<file path="src/rtl/sprite_anim_addr.sv">
// sprite_anim_addr: beam position to sprite ROM address with a tick-paced frame sequencer
module sprite_anim_addr #(
  parameter int SPRITE_W   = 64,
  parameter int SPRITE_H   = 64,
  parameter int NUM_FRAMES = 4,
  parameter int FRAME_HOLD = 6,
  parameter int ADDR_W     = 14,
  localparam int FW = NUM_FRAMES > 1 ? $clog2(NUM_FRAMES) : 1
) (
  input  logic              vga_clk,
  input  logic              reset,
  input  logic [9:0]        draw_x,
  input  logic [9:0]        draw_y,
  input  logic [9:0]        pos_x,
  input  logic [9:0]        pos_y,
  input  logic              flip,
  input  logic              loop,
  input  logic              anim_start,
  input  logic              frame_tick,
  output logic [ADDR_W-1:0] rom_address,
  output logic              in_sprite,
  output logic [FW-1:0]     frame_idx,
  output logic              anim_done
);
  localparam int HW = $clog2(FRAME_HOLD + 1);
  localparam int XW = $clog2(SPRITE_W);
  localparam logic [10:0] W11 = 11'(SPRITE_W);
  localparam logic [10:0] H11 = 11'(SPRITE_H);
  localparam logic [ADDR_W-1:0] FRAME_SZ = ADDR_W'(SPRITE_W * SPRITE_H);
  localparam logic [HW-1:0] HOLD_LAST = HW'(FRAME_HOLD - 1);
  localparam logic [FW-1:0] FRAME_LAST = FW'(NUM_FRAMES - 1);

  typedef enum logic [1:0] {IDLE, PLAY, HOLD} state_t;

  state_t            state_q;
  logic [HW-1:0]     hold_q;
  logic [FW-1:0]     frame_q;
  logic [ADDR_W-1:0] base_q;
  logic              done_q;
  logic [9:0]        lx_q, ly_q;
  logic              lflip_q;
  logic [ADDR_W-1:0] rom_q, rom_d;
  logic              in_q, in_d;
  logic [10:0]       rel_x, rel_y, col;

  // Position and facing only change at a frame boundary so a frame never tears.
  always_ff @(posedge vga_clk) begin
    if (reset) begin
      lx_q    <= '0;
      ly_q    <= '0;
      lflip_q <= 1'b0;
    end else if (frame_tick) begin
      lx_q    <= pos_x;
      ly_q    <= pos_y;
      lflip_q <= flip;
    end
  end

  // Frame sequencer; frame_base tracks frame_idx*W*H by adding one frame size per advance.
  always_ff @(posedge vga_clk) begin
    if (reset) begin
      state_q <= IDLE;
      hold_q  <= '0;
      frame_q <= '0;
      base_q  <= '0;
      done_q  <= 1'b0;
    end else if (anim_start) begin
      state_q <= PLAY;
      hold_q  <= '0;
      frame_q <= '0;
      base_q  <= '0;
      done_q  <= 1'b0;
    end else if (state_q == PLAY && frame_tick) begin
      if (hold_q != HOLD_LAST) begin
        hold_q <= hold_q + 1'b1;
      end else begin
        hold_q <= '0;
        if (frame_q != FRAME_LAST) begin
          frame_q <= frame_q + 1'b1;
          base_q  <= base_q + FRAME_SZ;
        end else if (loop) begin
          frame_q <= '0;
          base_q  <= '0;
        end else begin
          state_q <= HOLD;
          done_q  <= 1'b1;
        end
      end
    end
  end

  assign rel_x = {1'b0, draw_x} - {1'b0, lx_q};
  assign rel_y = {1'b0, draw_y} - {1'b0, ly_q};
  assign col   = lflip_q ? (W11 - 11'd1 - rel_x) : rel_x;

  // Negative offsets have bit 10 set, so an unsigned compare alone clips both edges.
  always_comb begin
    in_d  = !rel_x[10] && !rel_y[10] && rel_x < W11 && rel_y < H11;
    rom_d = in_d ? base_q + (ADDR_W'(rel_y) << XW) + ADDR_W'(col) : '0;
  end

  // Register the address so the ROM can sample it on the following negedge.
  always_ff @(posedge vga_clk) begin
    if (reset) begin
      rom_q <= '0;
      in_q  <= 1'b0;
    end else begin
      rom_q <= rom_d;
      in_q  <= in_d;
    end
  end

  assign rom_address = rom_q;
  assign in_sprite   = in_q;
  assign frame_idx   = frame_q;
  assign anim_done   = done_q;
endmodule

</file>
<file path="config.mk">
export PLATFORM = sky130hd
export DESIGN_NAME = sprite_anim_addr
export DESIGN_NICKNAME = d
export VERILOG_FILES = /design/src/rtl/sprite_anim_addr.sv
export SDC_FILE = /design/constraint.sdc
export NUM_CORES = 1
export LEC_CHECK = 0
export CORE_MARGIN = 1.5
export CORE_UTILIZATION = 48
export DETAILED_ROUTE_END_ITERATION = 12
export PLACE_DENSITY = 0.77
export SLEW_MARGIN = 20
export SYNTH_ARGS = -nofsm -noshare
export SYNTH_HDL_FRONTEND = slang
export SYNTH_SLANG_ARGS = --single-unit
</file>
<file path="constraint.sdc">
create_clock -name vga_clk -period 3.9 [get_ports vga_clk]
set_input_delay 0.585 -clock vga_clk [delete_from_list [all_inputs] [get_ports vga_clk]]
set_output_delay 0.585 -clock vga_clk [all_outputs]
set_load 0.01 [all_outputs]
</file>
==> metrics <==
status=finished clean; synthesis-to-finish area growth=44.3%; Starting Density=50.3%; Post-Synth Simple-Gate Area=approximately 19%; H-tree Lvls=2; I/O Buffers=63; Rows=30; area of placed instances=0.00453 mm2; Final Wtd Congestion=approximately 0.85; Leak Pwr=0.00204 uW; placed insts=601; I/O pins=64; Max Buffers Root-to-Sink=2; Clock Skews=0.00501 ns; Post-Syn Area=0.00346 mm2; critical path arrival=4.09 ns; Yosys cell types=59; detailed placement HPWL=just under 6000 um; synthesized flop and latch total=45; GR Util All Layers=20.1%; fraction of the mapped netlist area in adder cells=17.7%; sequential area share after synthesis=a little over a quarter; dominant synthesized flop cell=dfxtp_1; Syn Area/Cell=~8.6 um2; vias in the first global route=2939; dominant cell type by area after synthesis=dfxtp_1; share of cells above drive strength 1=a little under a quarter; CP Max Fanout=6; count leader, synth=nor2_1; CTS sink count=45; combinational family with the most area after synthesis=simple AND/OR/NAND/NOR gates; worst path required time=4.14 ns; DRC errors left=0; Compound-Gate Fraction of Synth Area=between 10% and 20%; asr flop ratio synth=0%; endpoints failing setup=0; pin count of the biggest net entering global routing=25; switching share of power=36.5%; Place WS=-0.528 ns; Fin Hold WS=0.500 ns; XOR/XNOR Fraction of Synth Area=between 7 and 8%; Yosys Warn Count=0; wire length per cell=approximately 14 um; Pwr Density=375 mW/mm2; root buffer cell=clkbuf_8; worst-skew pair later-pin latency=0.30 ns; post-synthesis mux area share=7.27%; share of the synthesized area in the top cell type=a little over a quarter; Total Routed Length=8310 um; Via Count=3238; post-route insts no fill=between 600 and 700; TritonCTS Buffers=5; post-route worst setup slack=0.0484 ns; EDFF count, synth=0; max-slew violations=0; maximum clock rate=0.260 GHz; Hold Crit Class=register to register; first-pass GRT wire length=12500 um; Relative slew margins=slightly below 60%; Antenna Nets Post-Route=0; Reg clk slew, reported paths=0.09 ns; nets@finish=a little over 600; Die Footprint=0.00772 mm2; Sequential Power Share=25.8%; Worst setup SP type=primary input; crit path capture type=register; period utilisation layout=98.8%; antenna cells=0; worst slew pin tran=0.632 ns; Horiz. Die Dim=~88 um; maxcap violations=0; commonest cells in the netlist=nor2_1, dfxtp_1, ha_1, inv_1; initial DRC count=84; top post-synthesis cells by area=dfxtp_1, ha_1, mux2i_1; vertical die dimension=between 80 and 90 um; fin area=0.00499 mm2; Int Pwr=~1200 uW; final hold vios=0; Clock power frac=19.6%; gr ovfl total=0; switching pwr=681 uW; Comb power frac=between 50% and 60%; CORE AREA=0.00687 mm2; Critical Setup Path Class=primary input to register; clock period minus worst slack=3.85 ns; CTS tree=done; cells after synthesis=400; vias per cell=approximately 5.3; maximum VDD drop=0.177 mV; DRT Pass-1 Iters=4; antenna violations before repair=0
-- per-stage QoR --
step           total power (uW)  TNS (ns)  util, %
6_report                   1870         0     72.6
5_1_grt                    1990    -0.109     72.6
4_1_cts                    1760         0     69.3
3_5_place_dp               1330     -2.80     66.0
3_3_place_gp               1320     -2.36     66.0
2_1_floorplan              1060         0        -
-- sequential cells by signal, summed over array words and instances (netlist names) --
name / count
ly_q: 10
rom_address: 14
base_q: 2
anim_done: 1
in_sprite: 1
state_q: 1
frame_idx: 2
hold_q: 3
lflip_q: 1
lx_q: 10
-- layer usage --
| layer | GRT usage, % | routed length [um] | up-vias |
|---|---|---|---|
| met2 | 35.2 | 4100 | 83 |
| met1 | 25.7 | 3810 | 1509 |
| met4 | 6.06 | 132 | 0 |
| met5 | 0 | 0 | - |
| met3 | 2.36 | 262 | 11 |
| li1 | - | - | 1635 |
-- power by group through the flow --
| stage | combinational [uW] | sequential, uW | clock (uW) |
|---|---|---|---|
| after global placement | 825 | 493 | 0 |
| final | 1020 | 483 | 366 |
| after global routing | 1110 | 485 | 391 |
| after detailed placement | 837 | 494 | 0 |
| after CTS | 896 | 483 | 376 |
| after floorplan | 567 | 489 | 0 |
-- kinds of logic after synthesis --
group	Yosys count
simple gates	120
mux	25
compound gates	82
xor+xnor	31
fa+ha+maj	47
other cells	1
buf+inv	49
flops	45
-- final cells by class --
class | count | area [um2]
sequential | 45 | 901
clock inverter | 3 | 46.3
fill | 517 | 1880
clock buffer | 5 | 68.8
inverter | 36 | 135
tap | 96 | 120
multi-input combinational | 313 | 2680
timing repair buffer | 116 | 1030
-- critical path, cell delays in order --
cell             delay (ns)
clkdlybuf4s50_1        0.53
ha_4                   0.26
a21oi_4                0.21
a21oi_2                0.09
or4_4                  0.52
a21oi_4                0.20
a21oi_2                0.10
xnor2_2                0.19
ha_1                   0.30
ha_4                   0.24
a21o_1                 0.18
a21o_1                 0.17
a21oi_2                0.14
o21ai_2                0.09
xnor2_2                0.14
nor3_2                 0.15
-- cells in the final DEF (no fill, tap or decap), types with 5 or more instances in the layout --
master and n:
a21o_1 7, a21oi_1 17, a21oi_2 5, a31oi_1 5, buf_4 52, clkbuf_8 5
clkdlybuf4s50_1 59, conb_1 8, dfxtp_1 45, ha_1 32, ha_4 9, inv_1 34
mux2i_1 24, nand2_1 9, nand3_1 6, nor2_1 47, nor3_1 13, nor3_2 9
o21ai_0 15, xnor2_1 20, xor2_1 7
-- timing repair --
action,CTS,global route
setup buffers,1,4
hold buffers,0,0
pin swaps,23,22
setup endpoints to repair,5,6
gates resized for setup,23,34
-- path summary, 6_finish.rpt --
kind	from	to	slack [ns]	depth (start not counted)
worst min register to register	hold_q[2]	hold_q[2]	0.50	2
worst max-delay path	draw_x[3]	rom_address[12]	0.05	16
worst max register to register	lx_q[0]	rom_address[12]	0.28	17
worst min-delay path	hold_q[2]	hold_q[2]	0.50	2
Power figures use the tool's default switching activity.
